[config.mk]
export PLATFORM = sky130hd
export DESIGN_NAME = pipe_skid_reg
export DESIGN_NICKNAME = d
export VERILOG_FILES = /design/src/rtl/pipe_skid_reg.sv
export SDC_FILE = /design/constraint.sdc
export NUM_CORES = 1
export LEC_CHECK = 0
export CORE_ASPECT_RATIO = 1.25
export CORE_MARGIN = 2
export CORE_UTILIZATION = 50
export DETAILED_ROUTE_END_ITERATION = 10
export DONT_BUFFER_PORTS = 1
export HOLD_SLACK_MARGIN = 0.02
export PLACE_DENSITY_LB_ADDON = 0.08
export SETUP_SLACK_MARGIN = 0.5
export SYNTH_ARGS = -nofsm -noshare
export SYNTH_HDL_FRONTEND = slang
export SYNTH_SLANG_ARGS = --single-unit
export TNS_END_PERCENT = 20
[constraint.sdc]
create_clock -name clk -period 1.65 [get_ports clk]
set_input_delay 0.33 -clock clk [delete_from_list [all_inputs] [get_ports clk]]
set_output_delay 0.33 -clock clk [all_outputs]
set_load 0.005 [all_outputs]
[src/rtl/pipe_skid_reg.sv]
// Two-entry skid register for the write-back stage: a head register drives the outputs
// and a skid register absorbs one extra entry, so in_ready never depends on out_ready.
module pipe_skid_reg #(
    parameter int DATA_W = 16,
    parameter int ADDR_W = 4
) (
    input  logic              clk,
    input  logic              rst,
    input  logic              flush,
    input  logic              in_valid,
    output logic              in_ready,
    input  logic [DATA_W-1:0] in_data,
    input  logic [ADDR_W-1:0] in_rf_waddr,
    input  logic              in_rf_wen,
    input  logic              in_wdata_sel,
    output logic              out_valid,
    input  logic              out_ready,
    output logic [DATA_W-1:0] out_data,
    output logic [ADDR_W-1:0] out_rf_waddr,
    output logic              out_rf_wen,
    output logic              out_wdata_sel,
    output logic [1:0]        occupancy
);

    // Entry layout, MSB first: {data, waddr, wen, wdata_sel}
    localparam int EW = DATA_W + ADDR_W + 2;

    logic          headVld_q, headVld_d;
    logic          skidVld_q, skidVld_d;
    logic [EW-1:0] headEnt_q, headEnt_d;
    logic [EW-1:0] skidEnt_q, skidEnt_d;
    logic [EW-1:0] inEnt;
    logic          accept;
    logic          consume;
    logic          headFree;

    assign inEnt    = {in_data, in_rf_waddr, in_rf_wen, in_wdata_sel};
    assign in_ready = ~skidVld_q;
    assign accept   = in_valid & ~skidVld_q;
    assign consume  = headVld_q & out_ready;
    assign headFree = ~headVld_q | consume;

    // The skid entry is always older than the incoming one, so it refills the head first.
    // Only valid bits change on flush; payload fields keep their last value.
    always_comb begin
        headVld_d = headVld_q;
        skidVld_d = skidVld_q;
        headEnt_d = headEnt_q;
        skidEnt_d = skidEnt_q;
        if (flush) begin
            headVld_d = 1'b0;
            skidVld_d = 1'b0;
        end else begin
            if (headFree) begin
                if (skidVld_q) begin
                    headEnt_d = skidEnt_q;
                    headVld_d = 1'b1;
                    skidVld_d = 1'b0;
                end else if (accept) begin
                    headEnt_d = inEnt;
                    headVld_d = 1'b1;
                end else begin
                    headVld_d = 1'b0;
                end
            end
            if (accept && headVld_q && !consume) begin
                skidEnt_d = inEnt;
                skidVld_d = 1'b1;
            end
        end
    end

    always_ff @(posedge clk) begin
        if (rst) begin
            headVld_q <= 1'b0;
            skidVld_q <= 1'b0;
            headEnt_q <= '0;
            skidEnt_q <= '0;
        end else begin
            headVld_q <= headVld_d;
            skidVld_q <= skidVld_d;
            headEnt_q <= headEnt_d;
            skidEnt_q <= skidEnt_d;
        end
    end

    // An empty head must never leave a stale write request on the register-file port.
    assign out_valid     = headVld_q;
    assign out_data      = headEnt_q[EW-1 -: DATA_W];
    assign out_rf_waddr  = headEnt_q[ADDR_W+1 -: ADDR_W];
    assign out_rf_wen    = headEnt_q[1] & headVld_q;
    assign out_wdata_sel = headEnt_q[0];
    assign occupancy     = {1'b0, headVld_q} + {1'b0, skidVld_q};

endmodule

==> key figures <==
Run status
  • Outcome: finished, final reports clean

Timing
  • Setup ws final: 0.284 ns
  • Setup TNS: 0 ns
  • Worst Tran Pin Value: 0.386 ns
  • Max-slew violation count: 0
  • Worst clock skew: 0.00445 ns
  • RSZ-0062 raised after global routing: true
  • Crit share post-route: 82.8%
  • F_max: 732 MHz
  • Final number of hold-violating endpoints: 0
  • Setup violators final: 0
  • Fin crit period: 1.37 ns
  • Slew HR: 74.3%

Power
  • Clock Power Share: 34.0%
  • Sw Ratio: 23.6%
  • Sw Pwr: 0.490 mW
  • Pwr dens: 855 nW/um2
  • Tot Pwr: 2.08 mW
  • Internal Power: 1.59 mW
  • Reg power frac: 57.0%
  • Combinational power share: 9.0%
  • Peak VDD IR: 0.418 mV
  • P_leak: 0.764 nW

Synthesis
  • Syn Nets: 255
  • Top cells by area, synth: dfxtp_1 (39%), mux2i_1 (18%), nand2b_1 (12%)
  • Top-count cell post-synth: dfxtp_1
  • Synth Register Bits: 46
  • Share of the synthesized area in the top cell type: 38.6%
  • Synth area leader: dfxtp_1
  • EDFF count, synth: 0
  • Ys async rst share: 0%
  • Synth top cells by count: dfxtp_1 (46), mux2i_1 (44), nand2b_1 (44)
  • Yosys Warn Count: 0
  • Register area share after synthesis: 38.6%
  • Cells after Synth: 227
  • Cell Area, Synth: 2390 um2
  • Mapped Avg Cell Area: 10.5 um2
  • Netlist cell types: 21
  • Top FF cell, synth: dfxtp_1

Floorplanning
  • Core Footprint: 4660 um2
  • Die height: 81.2 um
  • IO Pins: 53
  • Die width: 65.8 um
  • Die ar.: 5340 um2
  • Initial core utilization: 51.2%
  • Cell Rows: 28

Routing
  • DRC viols: 0
  • DRT antenna net count: 0
  • Vias: 1505
  • Via density: 5.57
  • Detailed Routing Iterations Pass 1: 4
  • WL per Instance: 17.8 um
  • WL final: 4.80 mm
  • DRT iter0 DRCs: 93

CTS
  • Clock transition at path regs: 0.08 ns
  • Clk sinks: 46
  • Worst-skew pair later-pin latency: 0.29 ns
  • Root Driver: clkbuf_8
  • Cts bufs inserted: 5
  • TritonCTS clock tree: done
  • Longest Clk Path Bufs: 2
  • CTS H-Tree Depth: 2

Global route
  • Largest net degree at the start of global routing: 69
  • Grt total ovfl: 0
  • Initial antenna violation count: 0
  • First-pass GRT wire length: 7.58 mm
  • Gr usage total: 18.9%
  • Vias in the first global route: 1479

Cells and area
  • Antenna diodes: 0
  • Share of layout cells above drive strength 1: 23.8%
  • Fillers: 415
  • Design area: 2430 um2
  • Area growth syn-to-layout: 1.78%
  • Fin cells: 270
  • Nets: 237

Critical path
  • Data arrival time of the worst path: 1.04 ns
  • Startpoint types: flip-flop
  • Worst path required time: 1.32 ns
  • Crit path kind: reg2out
  • CP Capture Type: output port
  • CP max FO: 3

Place
  • Post-DP HPWL: 3.05 mm
  • Port Buf Inserts: 0
  • Placed Cells: 255
  • Placed cell area: 2240 um2
  • Setup Slack @ Placement: 0.230 ns
  • GP Congestion: 0.745

Job
  • Max-Cap Viols: 0

Worst hold path
  • HP Class: in2reg
## cell type report
type / count / area, um2 / area share [%]
multi-input cells: 141 / 1200 / 49.3
flip-flops and latches: 46 / 928 / 38.2
repair buffers: 14 / 133 / 5.46
clock buffers: 7 / 86.3 / 3.55
well taps: 60 / 75.1 / 3.09
clock inverters: 1 / 5.00 / 0.206
inverters: 1 / 3.75 / 0.155
## logic make-up after synthesis
kind of cell    share of synthesized area, %
fa+ha+maj                              0.524
mux                                     18.5
simple gates                            14.2
flops                                   38.6
compound gates                          16.5
buf+inv                                 11.7
## power by group through the flow
stage / registers, mW / clock network (mW) / logic [mW]
floorplan: 1.20 / 0 / 0.234
global placement: 1.21 / 0 / 0.177
detailed placement: 1.21 / 0 / 0.183
CTS: 1.19 / 0.733 / 0.186
global route: 1.19 / 0.775 / 0.210
finish: 1.18 / 0.705 / 0.188
## routing by layer
layer / GRT usage (%) / part of all wire (%) / vias to the layer above / wire, um
met5: 0 / 0 / - / 0
met4: 9.17 / 1.8 / 0 / 85
li1: - / - / 729 / -
met2: 31.0 / 52 / 37 / 2480
met3: 6.37 / 6.3 / 6 / 302
met1: 22.1 / 40 / 733 / 1930
## sequential cells by signal, indices dropped and copies added, names as in the netlist
signal     count
skidEnt_q     22
skidVld_q      1
out_valid      1
headEnt_q     22
## worst max-delay path, cell delays in order, from the launching register on
cell	delay, ns
dfxtp_4	0.37
buf_12	0.12
ha_4	0.25
## path summary, 6_finish.rpt
kind | slack (ns) | start | to | cells after the start
worst min register to register | 0.48 | skidEnt_q[16] | skidEnt_q[16] | 2
worst max register to register | 0.29 | skidVld_q | skidEnt_q[21] | 4
worst min-delay path | 0.08 | rst | headEnt_q[17] | 1
worst max-delay path | 0.28 | skidVld_q | occupancy[0] | 2
## layout by cell type, fill, tap and decap left out, drive strengths merged
cell type / netlist / final
nor2: 1 / 1
nand2b: 45 / 45
ha: 1 / 1
and2: 2 / 2
dfxtp: 46 / 46
a211oi: 23 / 23
mux2i: 44 / 44
nor4: 1 / 1
inv: 1 / 1
o21ba: 1 / 1
nor4b: 1 / 1
clkbuf: 4 / 7
buf: 34 / 14
a21oi: 22 / 22
clkinv: 0 / 1
## timing repair
item / 4_1_cts / 5_1_grt
setup buffers: 2 / 4
setup endpoints to repair: 49 / 50
pin swaps: 1 / 1
gates resized for setup: 6 / 6
hold buffers: 0 / 0
gates cloned: 0 / 1
## metrics by stage
stage | util [%] | hold slack, ns
final | 52.1 | 0.0849
after global routing | 52.1 | 0.0721
after CTS | 51.0 | 0.0751
after detailed placement | 48.1 | 0.403
after global placement | 48.1 | 0.400
after floorplan | - | 0.401
Note: power is estimated with default switching activity, not from simulation.
